File: config.mk
export PLATFORM = sky130hd
export DESIGN_NAME = regfile_write_arbiter
export DESIGN_NICKNAME = d
export VERILOG_FILES = /design/src/rtl/regfile_pkg.sv /design/src/rtl/rr_arbiter2.sv /design/src/rtl/regfile_write_arbiter.sv
export SDC_FILE = /design/constraint.sdc
export NUM_CORES = 1
export LEC_CHECK = 0
export CORE_MARGIN = 2
export CORE_UTILIZATION = 41
export DETAILED_ROUTE_END_ITERATION = 8
export PLACE_DENSITY = 0.85
export SYNTH_ARGS = -nofsm -noshare
export SYNTH_HDL_FRONTEND = slang
export SYNTH_SLANG_ARGS = --single-unit
File: constraint.sdc
create_clock -name clk -period 5.4 [get_ports clk]
set_input_delay 0.54 -clock clk [delete_from_list [all_inputs] [get_ports clk]]
set_output_delay 0.54 -clock clk [all_outputs]
set_load 0.03 [all_outputs]
File: src/rtl/regfile_pkg.sv
// Shared register file constants and requester ids.
// Imported by the register file and its write-port arbiter.
package regfile_pkg;

  localparam int DEPTH  = 32;
  localparam int BITS   = 64;
  localparam int ADDR_W = $clog2(DEPTH);

  typedef enum logic {
    REQ_A = 1'b0,
    REQ_B = 1'b1
  } req_id_t;

endpackage

File: src/rtl/rr_arbiter2.sv
// Two-way round-robin arbiter with a single priority bit.
// Flush suppresses grants and returns priority to requester A.
module rr_arbiter2
  import regfile_pkg::*;
(
  input  logic       clk,
  input  logic       rst_n,
  input  logic [1:0] req,
  input  logic       flush,
  output logic [1:0] gnt,
  output logic       conflict
);

  req_id_t r_prio;
  req_id_t w_prio_nxt;

  always_comb begin
    gnt        = 2'b00;
    conflict   = 1'b0;
    w_prio_nxt = r_prio;
    if (flush) begin
      w_prio_nxt = REQ_A;
    end else begin
      unique case (req)
        2'b11: begin
          conflict = 1'b1;
          gnt = (r_prio == REQ_A) ? 2'b01 : 2'b10;
        end
        2'b01:   gnt = 2'b01;
        2'b10:   gnt = 2'b10;
        default: gnt = 2'b00;
      endcase
      // Priority moves to whichever side was not served.
      if (gnt[0]) begin
        w_prio_nxt = REQ_B;
      end else if (gnt[1]) begin
        w_prio_nxt = REQ_A;
      end
    end
  end

  always_ff @(posedge clk or negedge rst_n) begin
    if (!rst_n) begin
      r_prio <= REQ_A;
    end else begin
      r_prio <= w_prio_nxt;
    end
  end

endmodule

File: src/rtl/regfile_write_arbiter.sv
// Shares the register file write port between ALU and load writeback.
// Drops x0 writes, registers the winner, counts conflict cycles.
module regfile_write_arbiter #(
  parameter int DEPTH = 32,
  parameter int BITS  = 64,
  parameter int CNT_W = 16,
  localparam int ADDR_W = $clog2(DEPTH)
) (
  input  logic              clk,
  input  logic              rst_n,
  input  logic              a_valid,
  input  logic [ADDR_W-1:0] a_addr,
  input  logic [BITS-1:0]   a_data,
  output logic              a_ready,
  input  logic              b_valid,
  input  logic [ADDR_W-1:0] b_addr,
  input  logic [BITS-1:0]   b_data,
  output logic              b_ready,
  input  logic              flush,
  output logic [ADDR_W-1:0] addressw,
  output logic [BITS-1:0]   writeData,
  output logic              writeEn,
  output logic              last_grant,
  output logic [CNT_W-1:0]  conflict_count
);

  import regfile_pkg::*;

  logic w_real_a;
  logic w_real_b;
  logic w_null_a;
  logic w_null_b;
  logic [1:0] w_gnt;
  logic w_conflict;

  logic              r_we;
  logic [ADDR_W-1:0] r_addr;
  logic [BITS-1:0]   r_data;
  req_id_t           r_last;
  logic [CNT_W-1:0]  r_cnt;

  assign w_real_a = rst_n & a_valid & (a_addr != '0);
  assign w_real_b = rst_n & b_valid & (b_addr != '0);
  assign w_null_a = a_valid & (a_addr == '0);
  assign w_null_b = b_valid & (b_addr == '0);

  rr_arbiter2 u_arb (
    .clk      (clk),
    .rst_n    (rst_n),
    .req      ({w_real_b, w_real_a}),
    .flush    (flush),
    .gnt      (w_gnt),
    .conflict (w_conflict)
  );

  // Null requests are acked without touching the arbiter.
  assign a_ready = rst_n & ~flush & (w_null_a | w_gnt[0]);
  assign b_ready = rst_n & ~flush & (w_null_b | w_gnt[1]);

  always_ff @(posedge clk or negedge rst_n) begin
    if (!rst_n) begin
      r_we   <= 1'b0;
      r_addr <= '0;
      r_data <= '0;
      r_last <= REQ_A;
      r_cnt  <= '0;
    end else begin
      r_we <= |w_gnt;
      if (w_gnt[0]) begin
        r_addr <= a_addr;
        r_data <= a_data;
        r_last <= REQ_A;
      end else if (w_gnt[1]) begin
        r_addr <= b_addr;
        r_data <= b_data;
        r_last <= REQ_B;
      end
      if (w_conflict && (r_cnt != '1)) begin
        r_cnt <= r_cnt + CNT_W'(1);
      end
    end
  end

  assign writeEn        = r_we;
  assign addressw       = r_addr;
  assign writeData      = r_data;
  assign last_grant     = r_last;
  assign conflict_count = r_cnt;

endmodule

==> results.tsv <==
stage	metric	value	unit
outcome	status	finished, final reports clean	
global_routing	track_usage	24.4	%
timing	relSlewSlack	26.7	%
timing	finClkSkew	3.53	ps
worst_setup_path	timing.rr.start	conflict_count[0]	
yosys	syn_area_per_cell	8.65	um2
final_layout	layout.nets	832	
routing	drt-met1-wl	5.05	mm
floorplan	io_pins	232	
routing	via_per_inst	5.14	
timing	rsz0062_at_grt	no	
timing	fin_tns_setup	0	ps
global_routing	antenna_found_initial	0	
clock_network	cts-htree-levels	3	
worst_setup_path	crit_top_cell	clkdlybuf4s50_1	
clock_network	cts_resized	0	
clock_network	cts_sinks	88	
yosys	yosys_warnings	0	
global_routing	grt_pass1_vias	4270	
final_layout	insertedDiodeCount	0	
clock_network	tritoncts	built	
worst_setup_path	crit_chain	clkdlybuf4s50_1 -> or4_1 -> o21ai_2 -> nor3b_1 -> o21ai_0 -> and3_1 -> clkdlybuf4s50_1	
worst_setup_path	cpPeakStageDelay	670	ps
final_layout	final_cell_area	6670	um2
clock_network	cts_max_path_buffers	2	
worst_setup_path	critical_path_peak_fanout	9	
placement	io_buffers	231	
yosys	seq_area_frac_synth	54.2	%
routing	drt_iter0_drc	154	
worst_setup_path	worst_ep_arrival_time	3000	ps
clock_network	postCtsSetupRepairBufs	0	
routing	remaining_drc_errors	0	
routing	post_drt_wl_per_cell	15.8	um
timing	holdWs	158	ps
worst_setup_path	cp_top_family	buffers and inverters	
worst_setup_path	r2r_cells	5	
routing	top_layer	met4	
placement	gp_congestion	0.822	
worst_setup_path	crit_path_end_kind	output pin	
clock_network	cts_buffers	9	
power	p_per_area	318	nW/um2
timing	drv_slew	0	
placement	postPlaceCellArea	6460	um2
routing	dr_wl_met2	6.46	mm
global_routing	grt-ovfl-total	0	
yosys	netlist_instances	470	
yosys	ys_seq_elements	88	
routing	wl	13.0	mm
floorplan	core_area	9680	um2
timing	setup_viol	0	
yosys	synth_area	4070	um2
final_layout	drive_gt1_share	4.20	%
yosys	synth_nets	614	
clock_network	clk_latency	350	ps
routing	route.vias.total	4236	
power	peakVddDrop	0.179	mV
global_routing	grt_max_degree	92	
global_routing	grt_pass1_wl	21.2	mm
routing	drtPass1Iterations	5	
placement	post-dp-hpwl	9.48	mm
flow_run	max_cap_violations	0	
routing	dr_wl_met3	1.01	mm
power	total_power	2.12	mW
worst_setup_path	reg2reg_slack	3280	ps
worst_hold_path	min_path_type	input pin to async pin	
worst_setup_path	start_kind	input pin	
floorplan	die_h	104	um
worst_setup_path	crit_type	input pin to output pin	
worst_setup_path	crit_required	4860	ps
clock_network	postCtsHoldBufs	0	
worst_setup_path	r2r-end	conflict_count[1]	
worst_setup_path	crit_buf_inv	2	
worst_setup_path	slowest_stage	clkdlybuf4s50_1	
floorplan	row_count	36	
power	p_leak	2.70	nW
timing	fmax	0.282	GHz
timing	worst_pin_slew	1100	ps
clock_network	clk_pin_slew	80	ps
timing	hold_viol	0	
clock_network	root_buffer	clkbuf_8	
final_layout	syn2layout_area_growth	64.0	%
floorplan	start_util	42.0	%
timing	fin_crit_sh	65.6	%
timing	min_period	3540	ps
floorplan	die_x	104	um
yosys	ys_types	36	
floorplan	dieArea	10700	um2
routing	ant_nets	0	
-- worst max-delay path by stage --
stage | cells after the start | startpoint | slack [ps] | to
global route | 7 | a_addr[0] | 1740 | b_ready
floorplan | 5 | b_addr[0] | 2750 | a_ready
detailed placement | 7 | a_addr[1] | 1860 | b_ready
CTS | 7 | a_addr[1] | 1850 | b_ready
global placement | 7 | a_addr[0] | 1870 | b_ready
finish | 7 | a_addr[1] | 1860 | b_ready
-- cells in the mapped netlist --
| cell | count | area [um2] |
|---|---|---|
| inv_1 | 3 | 11.3 |
| nand2_1 | 140 | 526 |
| nor3b_2 | 1 | 12.5 |
| xor2_1 | 2 | 17.5 |
| or4_1 | 2 | 15.0 |
| o21bai_1 | 1 | 7.51 |
| o211ai_1 | 1 | 7.51 |
| nand4_1 | 4 | 25.0 |
| a211oi_1 | 1 | 7.51 |
| a21boi_0 | 1 | 7.51 |
| and2b_1 | 1 | 7.51 |
| o21ai_1 | 1 | 5.00 |
| dfrtp_1 | 88 | 2200 |
| o211ai_2 | 2 | 25.0 |
| a22oi_1 | 5 | 37.5 |
| mux2_2 | 3 | 33.8 |
| nand2b_1 | 1 | 6.26 |
| a311oi_1 | 1 | 8.76 |
| nand3b_1 | 2 | 15.0 |
| nand3_1 | 6 | 30.0 |
| o21ai_0 | 1 | 5.00 |
| nor3b_1 | 1 | 7.51 |
| or4_4 | 1 | 11.3 |
| buf_2 | 16 | 80.1 |
| nor4b_1 | 1 | 8.76 |
| a21oi_1 | 10 | 50.1 |
| a31oi_1 | 64 | 400 |
| and3_1 | 2 | 12.5 |
| nor2_1 | 77 | 289 |
| ha_1 | 1 | 12.5 |
| nor3_1 | 5 | 25.0 |
| xnor2_1 | 9 | 78.8 |
| o21ai_2 | 1 | 8.76 |
| clkbuf_1 | 11 | 41.3 |
| or3_1 | 2 | 12.5 |
| buf_4 | 2 | 15.0 |
-- per-layer routing --
layer	vias to the layer above	track usage (%)
li1	2025	-
met1	1975	27.6
met2	196	42.3
met3	40	6.73
met4	0	12.3
met5	-	0
-- cells in the final DEF (no fill, tap or decap), drive strengths merged, types with 4 or more instances in the layout --
cell type and count:
a22oi 5, xnor2 9, nor3 5, a31oi 64
a21oi 10, clkbuf 10, nand3 6, clkdlybuf4s50 230
nand4 4, dfrtp 88, nand2 140, nor2 77
buf 6
-- stage by stage --
stage | util [%] | setup WS [ps] | instances
5_1_grt | 68.9 | 1740 | 824
6_report | 68.9 | 1860 | 824
2_1_floorplan | - | 2750 | 470
3_3_place_gp | 66.7 | 1870 | 810
4_1_cts | 68.9 | 1850 | 824
3_5_place_dp | 66.7 | 1860 | 810
-- flip-flops by register name, indices dropped and copies added (netlist names) --
register,flops
last_grant,1
u_arb.r_prio,1
conflict_count,16
writeEn,1
writeData,64
addressw,5
-- power breakdown --
group	internal, mW	total [mW]	leakage (nW)	switching [mW]
logic	0.357	0.789	1.58	0.432
clock network	0.267	0.491	0.108	0.224
registers	0.771	0.843	1.01	0.0713
-- cell type report --
class                   count  area (um2)
clock buffers              10         138
clock inverters             4        70.1
fillers                   781        3020
inverters                   3        11.3
multi-input cells         350        1730
flip-flops and latches     88        2200
well taps                 133         166
repair buffers            236        2350
-- logic make-up (layout without fill, tap and decap cells) --
group	after synthesis	count (layout)	synth area share, %
simple gates	246	246	24.7
mux	3	3	0.831
flops	88	88	54.2
xor+xnor	11	11	2.37
compound gates	89	89	14.0
fa+ha+maj	1	1	0.308
buf+inv	32	253	3.63
-- worst reg2reg max path, cell delays in order, from the launching register on --
cell and delay (ps):
dfrtp_1 440, ha_1 230, nand3_1 170, nor2_1 110
a211oi_1 630, mux2_2 420
Note: power is estimated with default switching activity, not from simulation.
